$ cat src/rtl/fifo_ptr_ctrl.sv
// Write/read pointer, occupancy and flag controller for the 128 x 8 FIFO array.
// Define FIFO_ALMOST_FLAGS_EN to add the registered almost_full / almost_empty outputs.
module fifo_ptr_ctrl #(
   parameter int unsigned ADDR_W   = 7,
   parameter int unsigned DEPTH    = 2**ADDR_W
`ifdef FIFO_ALMOST_FLAGS_EN
   ,
   parameter int unsigned AF_LEVEL = 120,
   parameter int unsigned AE_LEVEL = 8
`endif
) (
   input  logic              clk,
   input  logic              rst,
   input  logic              wr_req,
   input  logic              rd_req,
   output logic [ADDR_W-1:0] wr_addr,
   output logic              wr_en,
   output logic [ADDR_W-1:0] rd_addr,
   output logic              rd_en,
   output logic [ADDR_W:0]   count,
   output logic              full,
   output logic              empty,
   output logic              overflow,
`ifdef FIFO_ALMOST_FLAGS_EN
   output logic              almost_full,
   output logic              almost_empty,
`endif
   output logic              underflow
);

   localparam int unsigned CNT_W = ADDR_W + 1;

   logic [CNT_W-1:0] count_nxt;
   logic             full_nxt;
   logic             empty_nxt;

   // Accept decode and next occupancy; flags are decoded from the next count
   always_comb begin
      wr_en     = wr_req & ~full  & ~rst;
      rd_en     = rd_req & ~empty & ~rst;
      count_nxt = count;
      unique case ({wr_en, rd_en})
         2'b10:   count_nxt = count + CNT_W'(1);
         2'b01:   count_nxt = count - CNT_W'(1);
         default: count_nxt = count;
      endcase
      full_nxt  = (count_nxt == CNT_W'(DEPTH));
      empty_nxt = (count_nxt == '0);
   end

   // Pointers wrap naturally at 2**ADDR_W
   always_ff @(posedge clk) begin
      if (rst) begin
         wr_addr   <= '0;
         rd_addr   <= '0;
         count     <= '0;
         full      <= 1'b0;
         empty     <= 1'b1;
         overflow  <= 1'b0;
         underflow <= 1'b0;
      end else begin
         if (wr_en) wr_addr <= wr_addr + ADDR_W'(1);
         if (rd_en) rd_addr <= rd_addr + ADDR_W'(1);
         count     <= count_nxt;
         full      <= full_nxt;
         empty     <= empty_nxt;
         overflow  <= wr_req & full;
         underflow <= rd_req & empty;
      end
   end

`ifdef FIFO_ALMOST_FLAGS_EN
   always_ff @(posedge clk) begin
      if (rst) begin
         almost_full  <= 1'b0;
         almost_empty <= 1'b1;
      end else begin
         almost_full  <= (count_nxt >= CNT_W'(AF_LEVEL));
         almost_empty <= (count_nxt <= CNT_W'(AE_LEVEL));
      end
   end
`endif

endmodule
$ cat config.mk
export PLATFORM = sky130hd
export DESIGN_NAME = fifo_ptr_ctrl
export DESIGN_NICKNAME = d
export VERILOG_FILES = /design/src/rtl/fifo_ptr_ctrl.sv
export SDC_FILE = /design/constraint.sdc
export NUM_CORES = 1
export LEC_CHECK = 0
export ABC_AREA = 1
export BUFFER_PORTS_ARGS = -buffer_cell sky130_fd_sc_hd__buf_2
export CORE_MARGIN = 2
export CORE_UTILIZATION = 53
export CTS_BUF_LIST = sky130_fd_sc_hd__clkbuf_16
export DETAILED_ROUTE_END_ITERATION = 8
export PLACE_DENSITY = 0.78
export SLEW_MARGIN = 20
export SYNTH_ARGS = -nofsm -noshare
export SYNTH_HDL_FRONTEND = slang
export SYNTH_SLANG_ARGS = --single-unit
export TNS_END_PERCENT = 20
$ cat constraint.sdc
create_clock -name clk -period 3 [get_ports clk]
set_clock_uncertainty 0.1 [all_clocks]
set_input_delay 0.6 -clock clk [delete_from_list [all_inputs] [get_ports clk]]
set_output_delay 0.6 -clock clk [all_outputs]
set_load 0.01 [all_outputs]
==> results.toml, run 1 <==
[die]
rows = 19
die_area_mm2 = 0.00326
coreArea_mm2 = 0.00271
start_util_pct = 55.2
fp.dieW_um = 57.1
die_y_um = 57.1
io_pins = 32

[clocking]
cts_buffers = 3
cts_hold_buffers = 0
path_clk_slew_ns = 0.06
post_cts_buffers = 0
htree_levels = 1
cts_resized = 0
cts_max_path_buffers = 2
tritoncts = "built"
cts_sinks = 26
cts-root-buf = "clkbuf_16"
clk_latency_ns = 0.26

[yosys]
avgSynthCellArea_um2 = 7.03
synthTopCellsByArea = "dfxtp_1 (35%), nand2_1 (13%), inv_1 (7.8%)"
synth_top_area_cell = "dfxtp_1"
ys_ff_latch = 26
syn-num-nets = 227
yosysWarnings = 0
netlist_area_mm2 = 0.00150
ys_seq_area_share_pct = 34.8
yosys.area.top_type_share_pct = 34.8
synthDistinctLibCells = 26
synth_cells = 213

[cells_and_area]
regArea_um2 = 520
layout_commonest_cell = "nand2_1"
multiInputGateArea_um2 = 808
n_antenna_cell = 0
syn_to_final_growth_pct = 17.0
drive_gt1_share_pct = 22.0
mostFrequentLayoutCells = "nand2_1 (50), inv_1 (31), buf_2 (31), dfxtp_1 (26), nor2_1 (24)"
final_cell_area_mm2 = 0.00175
nets = 261
fin_util_pct = 64.6
fillers = 256

[setup_path]
cp-start-kind = "input pin"
cp-end-kind = "register"
reg2reg_from = "empty$_SDFF_PP1_"
cp_slowest_cell = "fa_1"
arrival_ns = 2.65
worst_r2r_path_depth = 12
r2r_slack_ns = 0.51
critPathMaxFanout = 8
critical_path_class = "input pin to register"
slowest_delay_ns = 0.50
required_ns = 3.09
path_cells = "buf_2, inv_2, nor2_4, nand2_4, inv_2, ha_1, fa_1, a21boi_2, nand2_1, nor2_1, inv_1, nor2_1, nand2_1, nor3_2"
timing.rr.end = "full$_SDFF_PP0_"

[status]
outcome = "completed"

[placed_design]
port_buffers = 31
pre_cts_slack_ns = 0.203
placed_area_mm2 = 0.00167
hpwl_um = 2300
place_congestion = 0.838

[min_path]
holdPathStages = 2
min_path_type = "register to register"
min_from = "full$_SDFF_PP0_"
min_to = "overflow$_SDFF_PP0_"

[timing]
setup_slack_ns = 0.440
worst_pin_slew_ns = 0.360
slew_viol_final = 0
relSlewSlack_pct = 76.0
hold_ws_ns = 0.386
max_freq_mhz = 391
finalHoldViolCount = 0
rsz0062_at_grt = "false"
finalSetupTns_ns = 0
setup_viol = 0
fin_crit_ns = 2.56
fin_crit_sh_pct = 85.3

[routing]
dr.pass1.iters = 4
drt-wirelength-per-cell_um = 11.3
vias = 1386
drtIter0Drc = 38
drt-total-wl_um = 3130
ant_nets = 0
drc = 0
routed_via_density = 5.00

[global_routing]
grt_max_degree = 18
grt_pass1_vias = 1284
gr-total-overflow = 0
grt_pass1_wl_um = 5400
antenna_found_initial = 0
grtUsageTotal_pct = 20.8

[power_and_ir_drop]
ir_worst_vdd_v = 0.000388
p_per_area_mw_per_mm2 = 549
power.leakage_nw = 0.961

[job]
cap_violations = 0
sequential cells by signal (all words and copies together) (netlist names):
name and count:
full 1, wr_addr 7, empty 1, rd_addr 7
underflow 1, count 8, overflow 1
per-stage QoR:
stage               total power, mW  std cells
finish                        0.961        277
global route                   1.01        277
CTS                           0.966        277
detailed placement            0.664        273
global placement              0.661        273
floorplan                     0.597        213
worst max path at each step:
stage	start	to	cells after the start
global placement	rd_req	full$_SDFF_PP0_	14
CTS	rd_req	full$_SDFF_PP0_	14
floorplan	rst	full$_SDFF_PP0_	13
detailed placement	rd_req	full$_SDFF_PP0_	14
global route	rd_req	empty$_SDFF_PP1_	17
finish	rd_req	full$_SDFF_PP0_	14
layout make-up:
class | count | share of cell area, %
repair buffers | 32 | 9.29
multi-input cells | 148 | 46.2
flip-flops and latches | 26 | 29.7
inverters | 36 | 8.08
well taps | 31 | 2.22
clock buffers | 3 | 4.29
clock inverters | 1 | 0.214
logic make-up (layout without fill, tap and decap cells):
family	count (synthesis)	after routing	synth area share (%)
xor gates and xnor gates	4	4	2.34
AOI/OAI and AO/OA	20	20	7.44
adders and majority gates	10	10	8.86
and+or+nand+nor	114	114	35.4
buffers and inverters	39	72	11.2
DFF	26	26	34.8
power breakdown:
group / internal [mW] / total, mW / switching [mW]
logic: 0.0986 / 0.257 / 0.158
clock network: 0.178 / 0.296 / 0.118
registers: 0.375 / 0.408 / 0.0332
Yosys cell counts (all sizes together):
library cell / instances
dfxtp: 26
a21boi: 1
clkbuf: 1
a21oi: 12
fa: 1
o21a: 2
or2: 2
ha: 9
nand4: 1
and3: 2
nor2: 28
nor3: 5
nand2: 54
nand3: 22
buf: 2
clkinv: 2
inv: 34
xor2: 4
o21ai: 5
routing by layer:
layer / track usage (%) / wire (um) / vias up
met5: 0 / 0 / -
met1: 26.7 / 1460 / 617
li1: - / - / 735
met2: 36.1 / 1520 / 29
met4: 6.64 / 38 / 0
met3: 2.72 / 119 / 5
worst max-delay path, delay by kind of cell:
family | cells | cell delay [ns]
AOI/OAI and AO/OA | 1 | 0.15
adders and majority gates | 2 | 0.87
buffers and inverters | 4 | 0.27
and+or+nand+nor | 7 | 0.75
(Power assumes the default switching activity.)
==> inputs of run 2 (changes only) <==
--- a/config.mk
+++ b/config.mk
@@ -6,10 +6,11 @@
 export NUM_CORES = 1
 export LEC_CHECK = 0
 export ABC_AREA = 1
-export BUFFER_PORTS_ARGS = -buffer_cell sky130_fd_sc_hd__buf_2
+export BUFFER_PORTS_ARGS = -buffer_cell sky130_fd_sc_hd__clkbuf_2
 export CORE_MARGIN = 2
 export CORE_UTILIZATION = 53
 export CTS_BUF_LIST = sky130_fd_sc_hd__clkbuf_16
+export CTS_CLUSTER_DIAMETER = 200
 export DETAILED_ROUTE_END_ITERATION = 8
 export PLACE_DENSITY = 0.78
 export SLEW_MARGIN = 20
==> run 2 against run 1 <==
  * Fmax fell by 1.8%
  * Die area did not move
  * Clock-buffer cell count did not move
  * Hold slack improved by 0.0032 ns
  * Critical path type unchanged
  * Final cell count did not move
  * Sequential power barely moved
  * Total power rose by 9.6%
  * Core utilization rose by 0.97 points
  * Critical endpoint unchanged
  * Clock power rose by 31%
  * Non-clock buffer count did not move
  * Largest cell class unchanged
  * First-iteration DRC count fell by 11%
  * Critical path depth did not move
==> results.toml, run 2 (synthesis results as in run 1) <==
[die]
io_pins = 32
die_area_mm2 = 0.00326
fp.dieW_um = 57.1
coreArea_mm2 = 0.00271
rows = 19
start_util_pct = 55.2
die_y_um = 57.1

[cells_and_area]
mostFrequentLayoutCells = "nand2_1 (50), inv_1 (31), clkbuf_2 (31), dfxtp_1 (26), nor2_1 (24)"
drive_gt1_share_pct = 22.4
top_regs = "count (8), rd_addr (7), wr_addr (7)"
regMostFlops = "count"
n_antenna_cell = 0
largest_reg_flops = 8
nets = 261
syn_to_final_growth_pct = 18.7
fin_util_pct = 65.6
layout_commonest_cell = "nand2_1"

[routing]
routed_via_density = 5.08
dr.pass1.iters = 4
ant_nets = 0
vias = 1407
drt-wirelength-per-cell_um = 11.5
drt-total-wl_um = 3180
drc = 0
drtIter0Drc = 34

[global_routing]
grt_pass1_vias = 1344
grtUsageTotal_pct = 21.1
grt_pass1_wl_um = 5460
grt_max_degree = 18
antenna_found_initial = 0
gr-total-overflow = 0

[timing]
worst_pin_slew_ns = 0.371
finalSetupTns_ns = 0
finalHoldViolCount = 0
fin_crit_sh_pct = 86.9
rsz0062_at_grt = "false"
relSlewSlack_pct = 75.3
setup_viol = 0
slew_viol_final = 0
fin_crit_ns = 2.61
max_freq_mhz = 383

[setup_path]
cp-start-kind = "input pin"
path_cells = "clkbuf_2, inv_2, nor2_4, nand2_4, inv_2, ha_1, fa_1, a21boi_2, nand2_1, nor2_1, inv_1, nor2_1, nand2_1, nor3_2"
critPathMaxFanout = 8
cp_slowest_cell = "fa_1"
arrival_ns = 2.70
reg2reg_from = "empty$_SDFF_PP1_"
slowest_delay_ns = 0.50
worst-path-buf-inv = 4
path_delay_family = "adder cells"
cp-startpoint = "rd_req"
cp-end-kind = "register"
critical_path_class = "input pin to register"
required_ns = 3.09

[power_and_ir_drop]
total_power_mw = 1.05
p_int_mw = 0.738
clkPwrFrac_pct = 36.8
p_comb_share_pct = 24.6
pwr-share-seq_pct = 38.6
power.leakage_nw = 0.954
p_per_area_mw_per_mm2 = 593
p_sw_share_pct = 29.9
ir_worst_vdd_v = 0.000405
switching_power_mw = 0.316

[clocking]
cts_resized = 0
cts_max_path_buffers = 2
cts_sinks = 26
post_cts_buffers = 0
cts_buffers = 3
tritoncts = "built"
cts-root-buf = "clkbuf_16"
path_clk_slew_ns = 0.07
htree_levels = 1
clk_latency_ns = 0.26
cts_hold_buffers = 0

[placed_design]
hpwl_um = 2300
place_congestion = 0.858
port_buffers = 31

[status]
outcome = "completed"

[job]
cap_violations = 0

[min_path]
min_path_type = "register to register"
min_from = "full$_SDFF_PP0_"
run 2: changes by cell type in the layout (fill, tap and decap cells not counted):
cell | before | now
buf_2 | 31 | 0
clkinv_1 | 1 | 0
bufinv_16 | 0 | 1
clkbuf_2 | 0 | 31
run 2: path summary, 6_finish.rpt:
check | end | slack, ns | cells after the start
setup / recovery | full$_SDFF_PP0_ | 0.39 | 14
hold / removal | overflow$_SDFF_PP0_ | 0.39 | 2
setup reg to reg | full$_SDFF_PP0_ | 0.47 | 12
hold reg to reg | overflow$_SDFF_PP0_ | 0.39 | 2
run 2: per-stage QoR:
stage / instances / hold slack [ns] / setup WS, ns / instance area (um^2)
final: 277 / 0.389 / 0.392 / 1780
after global routing: 277 / 0.433 / 0.259 / 1780
after CTS: 277 / 0.397 / 0.408 / 1780
after detailed placement: 273 / 0.384 / 0.182 / 1670
after global placement: 273 / 0.377 / 0.211 / 1670
after floorplan: 213 / 0.398 / 0.493 / 1500
run 2: area by class of cell:
type                    instances  area, um^2
clock inverters                 1        30.0
fillers                       261         933
well taps                      31        38.8
inverters                      36         141
clock buffers                   3        75.1
multi-input cells             148         808
repair buffers                 32         163
flip-flops and latches         26         520
run 2: routing by layer:
| layer | global-route usage (%) | part of all wire [%] | wire length (um) | vias to the layer above |
|---|---|---|---|---|
| li1 | - | - | - | 735 |
| met4 | 8.97 | 2.1 | 68 | 0 |
| met3 | 3.85 | 4.8 | 154 | 9 |
| met2 | 36.3 | 49 | 1560 | 41 |
| met1 | 25.8 | 44 | 1400 | 622 |
| met5 | 0 | 0 | 0 | - |
run 2: worst register-to-register path, cell delays in order (launching register included):
cell and delay (ns):
dfxtp_1 0.35, nor2_4 0.16, nand2_4 0.06, inv_2 0.08, ha_1 0.38, fa_1 0.50
a21boi_2 0.15, nand2_1 0.07, nor2_1 0.16, inv_1 0.06, nor2_1 0.16, nand2_1 0.08
nor3_2 0.14
run 2: power groups by stage:
stage | logic (mW) | clock network (mW) | registers, mW
5_1_grt | 0.292 | 0.406 | 0.412
3_5_place_dp | 0.250 | 0 | 0.415
6_report | 0.259 | 0.387 | 0.407
2_1_floorplan | 0.173 | 0 | 0.423
3_3_place_gp | 0.248 | 0 | 0.415
4_1_cts | 0.258 | 0.393 | 0.408
==> inputs of run 3 (changes only) <==
--- a/config.mk
+++ b/config.mk
@@ -8,11 +8,11 @@
 export ABC_AREA = 1
 export BUFFER_PORTS_ARGS = -buffer_cell sky130_fd_sc_hd__clkbuf_2
 export CORE_MARGIN = 2
-export CORE_UTILIZATION = 53
+export CORE_UTILIZATION = 48
 export CTS_BUF_LIST = sky130_fd_sc_hd__clkbuf_16
 export CTS_CLUSTER_DIAMETER = 200
 export DETAILED_ROUTE_END_ITERATION = 8
-export PLACE_DENSITY = 0.78
+export PLACE_DENSITY = 0.74
 export SLEW_MARGIN = 20
 export SYNTH_ARGS = -nofsm -noshare
 export SYNTH_HDL_FRONTEND = slang
==> constraint.sdc (replaced) <==
create_clock -name clk -period 2.2 [get_ports clk]
set_clock_uncertainty 0.1 [all_clocks]
set_input_delay 0.44 -clock clk [delete_from_list [all_inputs] [get_ports clk]]
set_output_delay 0.44 -clock clk [all_outputs]
set_load 0.01 [all_outputs]
==> run 3 against run 2 <==
  * Combinational power is 68% higher
  * Total power up 45%
  * Global-route usage shrank 1.6 points
  * Worst setup slack lost 0.35 ns
  * Highest routed layer unchanged
==> results.toml, run 3 (synthesis results as in run 1) <==
[status]
outcome = "completed"

[global_routing]
antenna_found_initial = 0
grt_max_degree = 18
grt_pass1_wl_um = 5330
gr-total-overflow = 0
grt_pass1_vias = 1274
grtUsageTotal_pct = 19.5

[cells_and_area]
final_cells = 295
regMostFlops = "count"
nets = 277
n_antenna_cell = 0
syn_to_final_growth_pct = 30.9
largest_reg_flops = 8
fin_util_pct = 65.2
drive_gt1_share_pct = 32.4
mostFrequentLayoutCells = "nand2_1 (47), inv_1 (31), clkbuf_2 (31), dfxtp_1 (24), nor2_1 (21)"
layout_commonest_cell = "nand2_1"
top_regs = "count (8), rd_addr (7), wr_addr (7)"

[die]
die_area_mm2 = 0.00358
start_util_pct = 49.8
rows = 20
die_y_um = 59.8
io_pins = 32
coreArea_mm2 = 0.00300
fp.dieW_um = 59.8

[setup_path]
critical_path_class = "register to register"
cp-end-kind = "register"
cp-start-kind = "register"
arrival_ns = 2.26
required_ns = 2.30
critPathMaxFanout = 7

[timing]
setup_viol = 0
slew_viol_final = 0
max_freq_mhz = 463
worst_pin_slew_ns = 0.267
finalSetupTns_ns = 0
finalHoldViolCount = 0
fin_crit_sh_pct = 98.1
rsz0062_at_grt = "true"
fin_crit_ns = 2.16
relSlewSlack_pct = 82.2

[placed_design]
place_inst = 288
hpwl_um = 2470
port_buffers = 31
place_congestion = 0.822

[routing]
drt-total-wl_um = 3260
vias = 1455
routed_via_density = 4.93
drc = 0
ant_nets = 0
drt-wirelength-per-cell_um = 11.0
drtIter0Drc = 54
dr.pass1.iters = 4

[clocking]
cts_sinks = 26
tritoncts = "built"
cts_max_path_buffers = 2
clk_latency_ns = 0.26
cts_hold_buffers = 0
path_clk_slew_ns = 0.06
cts_buffers = 3
cts-root-buf = "clkbuf_16"
htree_levels = 1

[power_and_ir_drop]
p_per_area_mw_per_mm2 = 779
ir_worst_vdd_v = 0.000531
total_power_mw = 1.52
power.leakage_nw = 1.04

[min_path]
min_path_type = "input pin to register"

[job]
cap_violations = 0
## run 3: worst max-delay path, stage by stage (launching register included)
cell,delay [ns]
dfxtp_2,0.34
nor2_4,0.12
nand2_4,0.06
inv_2,0.08
ha_4,0.19
fa_2,0.47
a21boi_2,0.16
nand2_1,0.08
nor2_2,0.10
nand3_1,0.10
nor2_2,0.13
nand3_1,0.11
nand2_1,0.07
## run 3: per-layer routing
metal | vias to the layer above | wire length, um | global-route usage, %
li1 | 766 | - | -
met1 | 657 | 1450 | 22.7
met2 | 28 | 1640 | 35.4
met3 | 4 | 133 | 4.76
met4 | 0 | 30 | 4.76
met5 | - | 0 | 0
## run 3: where the power goes
part / internal (mW) / switching, mW
Sequential: 0.513 / 0.0478
Clock: 0.362 / 0.165
Combinational: 0.197 / 0.239
## run 3: per-stage QoR
step / area (um^2) / hold slack (ns) / setup slack, ns
final: 1960 / 0.308 / 0.0419
after global routing: 1960 / 0.312 / -0.0821
after CTS: 1910 / 0.306 / 0.00863
after detailed placement: 1780 / 0.381 / -0.209
after global placement: 1780 / 0.387 / -0.197
after floorplan: 1510 / 0.398 / 0.000760
## run 3: area by class of cell
class | count | area (um^2)
Clock buffer | 3 | 75.1
Clock inverter | 1 | 30.0
Fill cell | 275 | 1040
Inverter | 36 | 141
Multi-Input combinational cell | 148 | 865
Sequential cell | 26 | 523
Tap cell | 33 | 41.3
Timing Repair Buffer | 48 | 283
## run 3: worst paths after layout
path	start	endpoint	slack (ns)	cells past startpoint
min	wr_req	overflow$_SDFF_PP0_	0.31	3
max	empty$_SDFF_PP1_	empty$_SDFF_PP1_	0.04	12
min reg2reg	empty$_SDFF_PP1_	underflow$_SDFF_PP0_	0.37	2
max reg2reg	empty$_SDFF_PP1_	empty$_SDFF_PP1_	0.04	12
## run 3: repair_timing
item | in CTS | in global routing
buffers inserted | 2 | 1
pin swaps | 3 | 5
endpoints found under the setup margin | 2 | 3
resized for setup | 1 | 13
